`src/rtl/bin2bcd_digits.sv`:
```
// Sequential binary-to-BCD converter (shift-and-add-3, one input bit per clock).
// Produces four {dp,nibble} digits for the seven-segment controller; FFFF on overflow.
module bin2bcd_digits #(
   parameter int WIDTH = 14
) (
   input  logic             clk,
   input  logic             reset_n,
   input  logic [WIDTH-1:0] value,
   input  logic             start,
   input  logic [3:0]       dp_sel,
   output logic [4:0]       digits0,
   output logic [4:0]       digits1,
   output logic [4:0]       digits2,
   output logic [4:0]       digits3,
   output logic             busy,
   output logic             done,
   output logic             overflow
);

   typedef enum logic [1:0] {IDLE, SHIFT, DONE} state_t;
   localparam int CW = $clog2(WIDTH + 1);

   state_t          state, state_nxt;
   logic [CW-1:0]   cnt;
   logic [WIDTH-1:0] bin_sr;
   logic [15:0]     bcd_sr, bcd_adj;
   logic [3:0]      dp_q;
   logic            ovf_q, ovf_in;
   logic [3:0][4:0] dig_q;

   // Zero-extend before the compare so narrow WIDTHs stay width-clean.
   assign ovf_in = ({{(32-WIDTH){1'b0}}, value} > 32'd9999);

   for (genvar n = 0; n < 4; n++) begin : g_adj
      assign bcd_adj[4*n +: 4] = (bcd_sr[4*n +: 4] >= 4'd5) ? bcd_sr[4*n +: 4] + 4'd3
                                                          : bcd_sr[4*n +: 4];
   end

   assign digits0 = dig_q[0];
   assign digits1 = dig_q[1];
   assign digits2 = dig_q[2];
   assign digits3 = dig_q[3];
   assign busy    = (state != IDLE);

   always_ff @(posedge clk or negedge reset_n) begin
      if (!reset_n) state <= IDLE;
      else          state <= state_nxt;
   end

   always_comb begin
      state_nxt = state;
      case (state)
         IDLE:    if (start) state_nxt = SHIFT;
         SHIFT:   if (cnt == CW'(1)) state_nxt = DONE;
         DONE:    state_nxt = IDLE;
         default: state_nxt = IDLE;
      endcase
   end

   always_ff @(posedge clk or negedge reset_n) begin
      if (!reset_n) begin
         cnt      <= '0;
         bin_sr   <= '0;
         bcd_sr   <= '0;
         dp_q     <= '0;
         ovf_q    <= 1'b0;
         dig_q    <= '0;
         done     <= 1'b0;
         overflow <= 1'b0;
      end else begin
         done <= 1'b0;
         case (state)
            IDLE: if (start) begin
               bin_sr <= value;
               bcd_sr <= '0;
               cnt    <= CW'(WIDTH);
               dp_q   <= dp_sel;
               ovf_q  <= ovf_in;
            end
            SHIFT: begin
               // Add-3 correction first, then shift the MSB of the binary into the BCD.
               bcd_sr <= {bcd_adj[14:0], bin_sr[WIDTH-1]};
               bin_sr <= {bin_sr[WIDTH-2:0], 1'b0};
               cnt    <= cnt - 1'b1;
            end
            DONE: begin
               for (int n = 0; n < 4; n++)
                  dig_q[n] <= {dp_q[n], ovf_q ? 4'hF : bcd_sr[4*n +: 4]};
               overflow <= ovf_q;
               done     <= 1'b1;
            end
            default: ;
         endcase
      end
   end

endmodule
```
`config.mk`:
```
export PLATFORM = sky130hd
export DESIGN_NAME = bin2bcd_digits
export DESIGN_NICKNAME = d
export VERILOG_FILES = /design/src/rtl/bin2bcd_digits.sv
export SDC_FILE = /design/constraint.sdc
export NUM_CORES = 1
export LEC_CHECK = 0
export ABC_AREA = 1
export BUFFER_PORTS_ARGS = -buffer_cell sky130_fd_sc_hd__buf_2
export CAP_MARGIN = 20
export CORE_AREA = 2 2 65 97
export CTS_CLUSTER_DIAMETER = 120
export CTS_CLUSTER_SIZE = 25
export DETAILED_ROUTE_END_ITERATION = 16
export DIE_AREA = 0 0 67 99
export PLACE_DENSITY = 0.73
export SYNTH_ARGS = -nofsm -noshare
export SYNTH_HDL_FRONTEND = slang
export SYNTH_SLANG_ARGS = --single-unit
export TNS_END_PERCENT = 30
```
`constraint.sdc`:
```
create_clock -name clk -period 1.8 [get_ports clk]
set_clock_uncertainty 0.1 [all_clocks]
set_input_delay 0 -clock clk [delete_from_list [all_inputs] [get_ports clk]]
set_output_delay 0 -clock clk [all_outputs]
set_load 0.005 [all_outputs]
```
==> reports/metrics.csv <==
metric,value,unit
vias in the first global route,2563,
synthesized area,0.003079,sq mm
Synth Area in XOR/XNOR,0,%
Synth Instances,367,
slowest library cell on the worst path,dfrtp_1,
layout cells sized above 1,19.50,%
Yosys top cell by area,dfrtp_1,
HPWL Detailed,4349,um
H-Tree Level Count,3,
sw frac,40.07,%
Max stage delay on crit path,0.42,ns
TritonCTS clock tree,built,
clock buffer count from CTS,9,
Worst Max-Slew Pin Slew,0.4149,ns
DRC viols,0,
"Cell Chain, Critical Path",inv_1 > ha_1 > inv_1 > nand2_1 > nand3_1 > nand2_1 > nand3_1 > nand2_1,
Die ar.,0.006633,sq mm
area grow syn2layout,22.51,%
routed len/inst,12.53,um
largest net degree at the start of global routing,35,
post-synthesis sequential area ratio,51.20,%
TNS Setup,0,ns
vias per cell,5.021,
kind of cell adding the most delay to the critical path,flip-flops,
status,completed,
first-pass GRT wire length,11040,um
Final #Nets,467,
crit path kind,register to register,
FILL cells,491,
most frequent CP cell,nand2_1,
VDD IR-drop max,831.4,uV
number of synthesized flops with an enable pin,0,
# setup viols final,0,
post-synthesis compound-gate area fraction,11.66,%
PwrDens,1684,mW/mm^2
Clock transition at path regs,0.07,ns
critical path launch point type,register,
RSZ-0062 raised after global routing,false,
Simple-Gate Fraction of Synth Area,24.14,%
RePlAce Congestion,0.7466,
part of the power in registers,38.8,%
R2R Setup Slk,0.38,ns
Yosys top cell area share,51.20,%
CP max FO,5,
launching point of the worst reg2reg path,bcd_sr[8]$_DFFE_PN0P_,
CP required,1.93,ns
total grt overflow,0,
Die W,67,um
Final Cycle Share,79.10,%
mean cell area of the mapped netlist,8.390,sq um
Slew HR,72.27,%
"Distinct cells, synth",25,
Gate power share,41.9,%
WP buf/inv,2,
multiplexer share of the synthesized area,0,%
DR iter-0 viols,112,
Final min period,1.424,ns
Worst Path Arrival,1.56,ns
drt total wl,6427,um
Synth async-reset ratio,100.0,%
Worst Setup End Kind,register,
adder-cell share of the synthesized area,4.063,%
P_int,3808,uW
critical path depth in cells,8,
antenna-violating nets left,0,
Max Cap Violations,0,
Yosys warnings,0,
I/O Buffers,43,
clock sink total,63,
Area contributors post-synth,"dfrtp_1, nand2_1, inv_1",
Die Y,99,um
# IOs,44,
antenna violations before repair,0,
ys flop type,dfrtp_1,
switching pwr,2546,uW
final instance area,0.003772,sq mm
Setup Buffers After CTS,0,
clk_lat worst skew,0.34,ns
Post-DP Area,0.003364,sq mm
Max Freq,702.3,MHz
row cnt,34,
Max Buffers Root-to-Sink,2,
leakage power,0.001994,uW
syn nets,398,
Worst R2R End,bcd_sr[9]$_DFFE_PN0P_,
# diodes,0,
Post-CTS Resized,0,
post-synthesis register bit count,63,
aggregate global-route resource usage,21.71,%
largest family of logic cells by synthesized area,simple AND/OR/NAND/NOR gates,
via count,2576,
min-delay worst type,primary input to asynchronous set/reset pin,
"count leader, synth",nand2_1,
Root Buffer,clkbuf_8,
Reg2Reg Depth,8,
Clk pwr share,19.3,%
drt first pass iters,4,
core footprint,0.005786,sq mm
Final Max Slew Viols,0,
Synth top cells by count,"nand2_1, dfrtp_1, inv_1",
endpoints failing hold,0,
Initial Util,53.22,%
[worst reg2reg max path, delay by kind of cell (launching register included)]
kind / cells / cell delay [ns]
adders and majority gates: 1 / 0.22
buffers and inverters: 2 / 0.18
DFF: 1 / 0.42
and+or+nand+nor: 5 / 0.41
[layer usage]
layer	global-route usage (%)	wire, um
met3	4.909	231
met4	9.576	74
met2	38.46	3462
met5	0	0
met1	24.02	2659
[layout make-up]
class	count	area, sq um	area share [%]
multi-input combinational	245	1227	32.54
timing repair buffer	69	500.5	13.27
sequential	63	1577	41.79
clock buffer	10	137.6	3.648
inverter	48	180.2	4.776
clock inverter	6	60.06	1.592
tap	72	90.09	2.388
[worst max-delay path by stage]
stage,end,start
floorplan,bin_sr[11]$_DFFE_PN0P_,state[0]$_DFFE_PN0P_
global placement,bcd_sr[4]$_DFFE_PN0P_,bcd_sr[0]$_DFFE_PN0P_
detailed placement,bin_sr[10]$_DFFE_PN0P_,state[1]$_DFFE_PN0P_
CTS,bcd_sr[9]$_DFFE_PN0P_,bcd_sr[8]$_DFFE_PN0P_
global route,bcd_sr[14]$_DFFE_PN0P_,bcd_sr[12]$_DFFE_PN0P_
finish,bcd_sr[9]$_DFFE_PN0P_,bcd_sr[8]$_DFFE_PN0P_
[power groups by stage]
| stage | Sequential, uW | Clock, uW | Combinational [uW] |
|---|---|---|---|
| after floorplan | 2430 | 0 | 1950 |
| after global placement | 2460 | 0 | 2550 |
| after detailed placement | 2490 | 0 | 2640 |
| after CTS | 2470 | 1240 | 2690 |
| after global routing | 2540 | 1310 | 3120 |
| final | 2470 | 1220 | 2660 |
[cells in the final DEF, fill, tap and decap left out]
| cell type | Yosys | routed |
|---|---|---|
| dfrtp_1 | 63 | 63 |
| nor2_4 | 1 | 1 |
| buf_12 | 0 | 3 |
| inv_1 | 43 | 43 |
| dlygate4sd3_1 | 0 | 21 |
| nor2_1 | 24 | 24 |
| o21ai_2 | 10 | 10 |
| nand2_2 | 2 | 2 |
| o21ai_0 | 17 | 17 |
| nand2_4 | 2 | 2 |
| nand3_1 | 25 | 25 |
| clkinvlp_4 | 0 | 2 |
| nand3_2 | 1 | 1 |
| nand4_1 | 8 | 8 |
| a21oi_1 | 17 | 17 |
| clkinv_2 | 0 | 3 |
| nand2_1 | 111 | 111 |
| nor3_1 | 1 | 1 |
| o21ai_4 | 1 | 1 |
| o21ai_1 | 11 | 11 |
| buf_4 | 2 | 2 |
| bufinv_16 | 0 | 1 |
| inv_2 | 5 | 5 |
| o21bai_1 | 3 | 3 |
| o211ai_1 | 1 | 1 |
| ha_1 | 10 | 10 |
| clkbuf_8 | 0 | 10 |
| buf_2 | 3 | 43 |
[what timing repair did]
item	CTS	global route
endpoints found under the hold margin	84	0
endpoints found under the setup margin	0	0
hold buffers	21	0
[flip-flops by register name, summed over array words and instances (netlist names)]
register,cells
digits0,5
ovf_q,1
digits3,5
bin_sr,14
digits2,5
done,1
cnt,4
dp_q,4
overflow,1
state,2
digits1,5
bcd_sr,16
[through the flow]
step | hold WS (ns) | instances | utilization, % | power [uW] | worst slack, ns
6_report | 0.009769 | 513 | 65.20 | 6354 | 0.3762
4_1_cts | 0.006913 | 513 | 65.20 | 6405 | 0.3798
3_3_place_gp | -0.1620 | 476 | 58.15 | 5014 | 0.4283
2_1_floorplan | -0.3956 | 367 | - | 4385 | 0.5179
5_1_grt | 0.02596 | 513 | 65.20 | 6964 | 0.2448
3_5_place_dp | -0.1515 | 476 | 58.15 | 5127 | 0.3923
[cells by family after synthesis]
group,after synthesis
flops,63
fa+ha+maj,10
simple gates,175
compound gates,60
buf+inv,59
No activity file was read; power rests on OpenSTA's default activity.
